$ cat src/rtl/scan_pkg.sv
// scan_pkg: shared state encodings and slot geometry for scan sequencers
package scan_pkg;
  localparam int NUM_SLOTS = 4;
  localparam int SLOT_W = 2;
  typedef enum logic [1:0] {IDLE = 2'd0, DWELL = 2'd1, BLANK = 2'd2} state_t;
endpackage

$ cat src/rtl/next_slot_sel.sv
// next_slot_sel: next set mask bit above cur (wrapping), with wrap and empty-mask flags
module next_slot_sel
  import scan_pkg::*;
(
  input  logic [SLOT_W-1:0]    cur,
  input  logic [NUM_SLOTS-1:0] mask,
  output logic [SLOT_W-1:0]    nxt,
  output logic                 wrap,
  output logic                 none
);
  always_comb begin
    nxt = cur;
    for (int i = NUM_SLOTS; i >= 1; i--)
      if (mask[cur + SLOT_W'(i)]) nxt = cur + SLOT_W'(i);
  end
  assign wrap = nxt <= cur;
  assign none = ~|mask;
endmodule

$ cat src/rtl/digit_scan_ctrl.sv
// digit_scan_ctrl: round-robin 4-slot scan with dwell/blank timing; SCAN_FREEZE_EN adds a freeze input
module digit_scan_ctrl
  import scan_pkg::*;
#(
  parameter int DWELL_W = 16,
  parameter int BLANK_CYC = 2
) (
  input  logic                 clk,
  input  logic                 rst,
  input  logic                 en,
`ifdef SCAN_FREEZE_EN
  input  logic                 freeze,
`endif
  input  logic [NUM_SLOTS-1:0] digit_mask,
  input  logic [DWELL_W-1:0]   dwell,
  output logic [SLOT_W-1:0]    sel,
  output logic                 sel_valid,
  output logic                 frame_start
);
  localparam int BW = BLANK_CYC > 0 ? $clog2(BLANK_CYC + 1) : 1;
  state_t state, state_n;
  logic [SLOT_W-1:0] sel_n, nxt;
  logic [DWELL_W-1:0] dcnt, dcnt_n, dwell_ld;
  logic [BW-1:0] bcnt, bcnt_n;
  logic valid_n, fs_n, adv, wrap, none, frz;
`ifdef SCAN_FREEZE_EN
  assign frz = freeze;
`else
  assign frz = 1'b0;
`endif
  // From IDLE, searching above slot 3 yields the lowest set bit
  next_slot_sel u_next (
    .cur  (state == IDLE ? SLOT_W'(NUM_SLOTS - 1) : sel),
    .mask (digit_mask),
    .nxt  (nxt),
    .wrap (wrap),
    .none (none)
  );
  // Counters hold cycles remaining, so dwell 0 and 1 both load 0
  assign dwell_ld = dwell == '0 ? '0 : dwell - DWELL_W'(1);
  always_comb begin
    state_n = state;
    sel_n = sel;
    valid_n = sel_valid;
    fs_n = 1'b0;
    dcnt_n = dcnt;
    bcnt_n = bcnt;
    adv = 1'b0;
    if (!en) begin
      state_n = IDLE;
      valid_n = 1'b0;
      dcnt_n = '0;
      bcnt_n = '0;
    end else if (frz && state != IDLE) begin
      fs_n = 1'b0;
    end else if (state == IDLE) begin
      adv = !none;
    end else if (state == DWELL && dcnt != '0) begin
      dcnt_n = dcnt - DWELL_W'(1);
    end else if (state == DWELL && BLANK_CYC > 0) begin
      state_n = BLANK;
      valid_n = 1'b0;
      bcnt_n = BW'(BLANK_CYC - 1);
    end else if (state == BLANK && bcnt != '0) begin
      bcnt_n = bcnt - BW'(1);
    end else begin
      adv = 1'b1;
    end
    if (adv) begin
      state_n = none ? IDLE : DWELL;
      sel_n = none ? sel : nxt;
      valid_n = !none;
      fs_n = !none && (wrap || state == IDLE);
      dcnt_n = dwell_ld;
    end
  end
  always_ff @(posedge clk) begin
    if (rst) begin
      state <= IDLE;
      sel <= '0;
      sel_valid <= 1'b0;
      frame_start <= 1'b0;
      dcnt <= '0;
      bcnt <= '0;
    end else begin
      state <= state_n;
      sel <= sel_n;
      sel_valid <= valid_n;
      frame_start <= fs_n;
      dcnt <= dcnt_n;
      bcnt <= bcnt_n;
    end
  end
endmodule

$ cat config.mk
export PLATFORM = sky130hd
export DESIGN_NAME = digit_scan_ctrl
export DESIGN_NICKNAME = d
export VERILOG_FILES = /design/src/rtl/scan_pkg.sv /design/src/rtl/next_slot_sel.sv /design/src/rtl/digit_scan_ctrl.sv
export SDC_FILE = /design/constraint.sdc
export NUM_CORES = 1
export LEC_CHECK = 0
export CORE_ASPECT_RATIO = 2
export CORE_UTILIZATION = 30
export CTS_CLUSTER_DIAMETER = 100
export DETAILED_ROUTE_END_ITERATION = 8
export PLACE_DENSITY = 0.61
export RECOVER_POWER = 50
export SYNTH_ARGS = -nofsm -noshare
export SYNTH_HDL_FRONTEND = slang
export SYNTH_SLANG_ARGS = --single-unit
$ cat constraint.sdc
create_clock -name clk -period 2.5 [get_ports clk]
set_clock_uncertainty 0.05 [all_clocks]
set_input_delay 0.25 -clock clk [delete_from_list [all_inputs] [get_ports clk]]
set_output_delay 0.25 -clock clk [all_outputs]
set_load 0.1 [all_outputs]
Word-level counts from Yosys, hierarchy flattened
Cells that the tools add are included.
- memories kept: 0
- logic and storage cells: 75
- bits in read-only memories: 0
- bits in registers: 24
- RAM bits: 0
- output and inout port bits: 4
- bits of input ports: 23
- bits in latches: 0
- bitwise operators: 4
- equal/unequal tests: 6
- multiply operators: 0
- divide/modulo/power cells: 0
- reductions and logical operators: 16
- multiplexer cells: 33
- $add $sub $neg: 6
- order comparisons: 4
- shift operators: 0
- operators with widths (cell ; number):
    $mux W16 ; 5
    $sub A16 B1 Y16 const B ; 2
    $mux W2 ; 11
    $logic_not A16 Y1 ; 1
    $reduce_bool A16 Y1 ; 1
    $mux W1 ; 14
    $lt A2 B3 Y1 const B ; 3
    $bmux W1 S2 ; 3
    $ne A3 B1 Y1 const B ; 2
    $ne A3 B3 Y1 const B ; 2
    $reduce_and A3 Y1 ; 2
    $add A2 B2 Y2 const B ; 2
    $not A1 Y1 ; 4
    $reduce_and A2 Y1 ; 2
    $reduce_bool A2 Y1 ; 2
    $reduce_or A2 Y1 ; 2
    $reduce_or A4 Y1 ; 1
    $logic_and A1 B1 Y1 ; 3
    $add A2 B1 Y2 const B ; 1
    $eq A2 B1 Y1 const B ; 1
    $eq A2 B2 Y1 const B ; 1
    $le A2 B2 Y1 ; 1
    $logic_not A2 Y1 ; 1
    $sub A2 B1 Y2 const B ; 1
    $logic_or A1 B1 Y1 ; 1

Logic depth before layout (Yosys ltp)
Gate-level depths: netlist (run 1).
- word-level depth: 11
- mapped depth: 12
- depth with buffers taken out: 11

Cells and area by module
Synthesis (run 1) repeated with hierarchy kept, for this count alone.
- cell total of the unflattened synthesis: 238
- area total of the unflattened synthesis: 1919.3 um^2
- by module, submodules not included (module ; cells each ; instances ; sequential area each (um^2) ; area each (um^2)):
    digit_scan_ctrl ; 217 ; 1 ; 460.4 ; 1785.5
    next_slot_sel ; 21 ; 1 ; 0.0 ; 133.9

Worst setup path before layout (run 1)
Ideal clock, no wire load.
- path type: register to register
- from: register state[0]
- to: register frame_start
- data required time: 2321 ps
- setup time: 129 ps
- setup slack: -206 ps
- cell stages (with the launch flop): 10
- arrival time: 2527 ps
- cells stage by stage: dfxtp_1 > nor2_1 > o21ai_0 > a2bb2oi_1 > o22ai_1 > a211oi_1 > o21bai_1 > ha_1 > a211oi_1 > nor3_1
- longest elaborated chain between the ends: 11
- ends and longest elaborated chain (item ; line ; RTL):
    start, declared ; digit_scan_ctrl.sv:21 ; state_t state, state_n;
    start signal, assigned ; digit_scan_ctrl.sv:86 ; state <= state_n;
    $logic_not A2 Y1 ; digit_scan_ctrl.sv:33, digit_scan_ctrl.sv:56, digit_scan_ctrl.sv:73 ;
    $mux W2 ; digit_scan_ctrl.sv:33 ; .cur (state == IDLE ? SLOT_W'(NUM_SLOTS - 1) : sel),
    $add A2 B2 Y2 ; next_slot_sel.sv:14 ; if (mask[cur + SLOT_W'(i)]) nxt = cur + SLOT_W'(i);
    $bmux W1 S2 ; next_slot_sel.sv:14 ;
    $mux W1 (not written as such) ; next_slot_sel.sv:14 ;
    $mux W2 (3 in a row) ; next_slot_sel.sv:14 ;
    $le A2 B2 Y1 ; next_slot_sel.sv:16 ; assign wrap = nxt <= cur;
    $logic_or A1 B1 Y1 ; digit_scan_ctrl.sv:73 ; fs_n = !none && (wrap || state == IDLE);
    $logic_and A1 B1 Y1 ; digit_scan_ctrl.sv:73 ;
    end signal, assigned ; digit_scan_ctrl.sv:89 ; frame_start <= fs_n;
    end, declared ; digit_scan_ctrl.sv:18 ; output logic frame_start
Several ways; a longest one is shown, not always the timed one. The select of a mux whose other input is x is not followed.
A chain may end at the register's enable or synchronous reset.

Worst setup path in the final report (run 1)
- from: register state[1]
- to: register frame_start
Same word-level chain as after synthesis.

==> results of run 1 <==
[logic make-up (layout without fill, tap and decap cells)]
kind of cell / after synthesis / after routing / share of synthesized area, %
adders and majority gates: 7 / 7 / 4.60
muxes: 6 / 6 / 3.22
and+or+nand+nor: 127 / 127 / 37.9
xor gates and xnor gates: 14 / 14 / 6.44
AOI/OAI and AO/OA: 55 / 55 / 19.5
DFF: 23 / 23 / 24.2
buffers and inverters: 20 / 58 / 4.21
[through the flow]
step,hold slack (ns),instances,total power [W],util [%],setup WS [ns]
2_1_floorplan,0.333,252,0.000767,-,0.150
3_3_place_gp,0.461,370,0.000913,38.7,0.107
3_5_place_dp,0.458,370,0.000921,38.7,0.0645
4_1_cts,0.473,374,0.00129,40.0,0.0910
5_1_grt,0.493,374,0.00135,39.9,0.0156
6_report,0.471,374,0.00127,39.9,0.201
[cell usage after synthesis (all sizes together), types with 2 or more instances]
| cell | n | area share, % |
|---|---|---|
| nor2 | 45 | 8.9 |
| dfxtp | 23 | 24 |
| a21oi | 17 | 4.7 |
| nor3 | 17 | 5.6 |
| inv | 13 | 2.6 |
| nand2 | 13 | 3.0 |
| nand3 | 11 | 2.9 |
| o21ai | 9 | 2.6 |
| xor2 | 9 | 4.1 |
| ha | 7 | 4.6 |
| nor4 | 7 | 3.4 |
| a211oi | 5 | 2.0 |
| mux2i | 5 | 2.6 |
| nand2b | 5 | 2.0 |
| nor3b | 5 | 2.8 |
| xnor2 | 5 | 2.3 |
| buf | 4 | 1.1 |
| o22ai | 4 | 1.3 |
| o32ai | 4 | 1.8 |
| or2 | 4 | 1.3 |
| or4 | 4 | 2.0 |
| a31oi | 3 | 0.99 |
| clkbuf | 3 | 0.59 |
| nor4b | 3 | 1.4 |
| or3 | 3 | 0.99 |
| and2 | 2 | 0.66 |
| and3 | 2 | 0.72 |
| nand3b | 2 | 0.79 |
| nand4 | 2 | 0.66 |
[cell usage in the layout (no fill, tap or decap), types with 3 or more instances in the layout]
cell / count
a211oi_1: 4
a21oi_1: 16
a31oi_1: 3
buf_4: 15
clkbuf_1: 5
clkbuf_16: 3
clkdlybuf4s50_1: 22
dfxtp_1: 20
dfxtp_2: 3
ha_1: 7
inv_1: 13
mux2i_1: 5
nand2_1: 12
nand2b_1: 4
nand3_1: 11
nor2_1: 44
nor3_1: 14
nor3b_1: 3
nor4_1: 6
nor4b_1: 3
o21ai_0: 8
o22ai_1: 4
o32ai_1: 4
or3_1: 3
xnor2_1: 5
xor2_1: 9
[cell type report]
class	count	area [µm²]
Clock buffer	4	78.8
Fill cell	648	3640
Inverter	13	48.8
Multi-Input combinational cell	209	1370
Sequential cell	23	464
Tap cell	84	105
Timing Repair Buffer	41	348
[worst min path at each step]
stage | startpoint | end | cells past startpoint
after floorplan | en | state[0]$_SDFFE_PP0P_ | 2
after detailed placement | dcnt[10]$_SDFFE_PP0P_ | dcnt[10]$_SDFFE_PP0P_ | 2
after global routing | dcnt[8]$_SDFFE_PP0P_ | dcnt[8]$_SDFFE_PP0P_ | 2
after global placement | dcnt[10]$_SDFFE_PP0P_ | dcnt[10]$_SDFFE_PP0P_ | 2
after CTS | dcnt[10]$_SDFFE_PP0P_ | dcnt[10]$_SDFFE_PP0P_ | 2
final | dcnt[8]$_SDFFE_PP0P_ | dcnt[8]$_SDFFE_PP0P_ | 2
[registers in the layout (all words and copies together), names as in the netlist]
register and flops:
frame_start 1, dcnt 16, sel 2, bcnt 2, state 2
[metal layers]
layer / up-vias / share of wire, % / global-route usage, % / wire (µm)
met4: 0 / 2.2 / 7.62 / 114
met3: 8 / 2.4 / 1.36 / 125
met1: 936 / 37 / 16.0 / 1950
li1: 999 / - / - / -
met2: 45 / 58 / 35.6 / 3060
met5: - / 0 / 0 / 0
[worst reg2reg max path: cells and delay by family, from the launching register on]
kind	cells	cell delay, ns
AOI/OAI and AO/OA	4	0.81
adders and majority gates	1	0.27
buffers and inverters	1	0.16
DFF	1	0.32
and+or+nand+nor	3	0.58
[power groups by stage]
stage	sequential [W]	combinational (W)	clock [W]
after floorplan	0.000475	0.000293	0
after global placement	0.000443	0.000470	0
after detailed placement	0.000444	0.000477	0
after CTS	0.000436	0.000480	0.000371
after global routing	0.000441	0.000520	0.000385
final	0.000436	0.000477	0.000357
==> results.cfg, run 1 <==
[routing]
first_pass_iters = 4
wl_per_cell_um = 14.0
drc = 0
vias = 1988
wirelength_um = 5250
antenna_left = 0
viasPerCell = 5.32
drt_first_iter_violations = 54

[placed_design]
dpl_cell_area_um2 = 2340
hpwlAfterDp_um = 4250
place_congestion = 0.816
port_buffers = 26

[clock_network]
cts_buffer_depth = 2
cts_setup_buffers = 0
post_cts_resized = 0
ctsHtreeMaxLevel = 1
clock_latency_ns = 0.26
cts_root_buffer = clkbuf_16
cts_buffers = 3
path_clk_slew_ns = 0.06
hold_buffers = 0
cts_tree = built
clock-sinks = 23

[sta]
max_freq_ghz = 0.435
finalCritPeriodShare_pct = 92.0
setup-tns-final_ns = 0
rsz0062_at_grt = no
max-slew-margin-rel_pct = 23.1
final.min_clock_period_ns = 2.30
worst_pin_slew_ns = 1.16
setup_viol = 0
hold_viol_final = 0
final_max_slew_viol_count = 0

[die]
fp.dieH_um = 115
io_pins = 27
fp.dieArea_um2 = 6690
fp.dieW_um = 58.3
rows = 40
core_um2 = 6060
initial_utilization_pct = 31.4

[worst_setup_path]
crit_path_cell_trace = buf_4 -> or2_1 -> nand2b_1 -> o22ai_1 -> a211oi_2 -> o21bai_1 -> ha_1 -> a211oi_1 -> nor3_1
r2r_cells = 9
path_class = flip-flop to flip-flop
max_stage_delay_ns = 0.32
cp.required_ns = 2.60
crit_slowest_cell = dfxtp_1
startpoint = state[1]$_SDFFE_PP0P_
reg2reg_to = frame_start$_SDFF_PP0_
rrSetupSlack_ns = 0.20
reg2reg_from = state[1]$_SDFFE_PP0P_
critical_path_arrival_ns = 2.39
crit_fanout = 9
crit_family = compound AO/OA/AOI/OAI gates
start_kind = flip-flop
cp.buffers_inverters = 1
cp.depth = 9
crit_end = frame_start$_SDFF_PP0_
endpoint_kind = flip-flop

[logic_synthesis]
synth_ff_type = dfxtp_1
ys_seq_area_share_pct = 24.2
synth_area_um2 = 1900
async_flop_share_pct = 0
yosysUniqueCellTypes = 58
synth-seq-cells = 23
yosys_warnings = 0
synth_cells = 252
synth_edf_count = 0
avgSynthCellArea_um2 = 7.55
synth_fp_nets = 282

[grt]
antenna_found_initial = 0
grt_pass1_vias = 2012
grt_pass1_wl_um = 8890
grt_max_degree = 18
grt_remaining_overflow = 0
grt_use_total_pct = 17.2

[pwr]
powerDensity_nw_per_um2 = 526
clockPowerShare_pct = 28.1
p_seq_share_pct = 34.4
leakage_nw = 0.866
peakVddDrop_mv = 0.210
p_sw_w = 0.000453
swShare_pct = 35.6
internal_power_w = 0.000818
pwr-share-comb_pct = 37.6

[cells_and_area]
final_area_um2 = 2420
area_growth_pct = 27.0
drive_above_1_share_pct = 13.8
nets = 321
diodes = 0

[outcome]
outcome = finished, final reports clean

[hold_path]
hp-class = flip-flop to flip-flop

[job]
maxCapViolCount = 0
(Power assumes the default switching activity.)
==> run 2, diff against run 1 <==
Settings changed: CAP_MARGIN from default to 20.
==> results of run 2 <==
The final DEF is identical to that of run 1; final timing and power are the same.
==> run 3, diff against run 2 <==
Settings changed: CAP_MARGIN 20 to 30, SKIP_CTS_REPAIR_TIMING from default to 1.
==> results of run 3 <==
The final DEF is identical to that of run 1; final timing and power are the same.
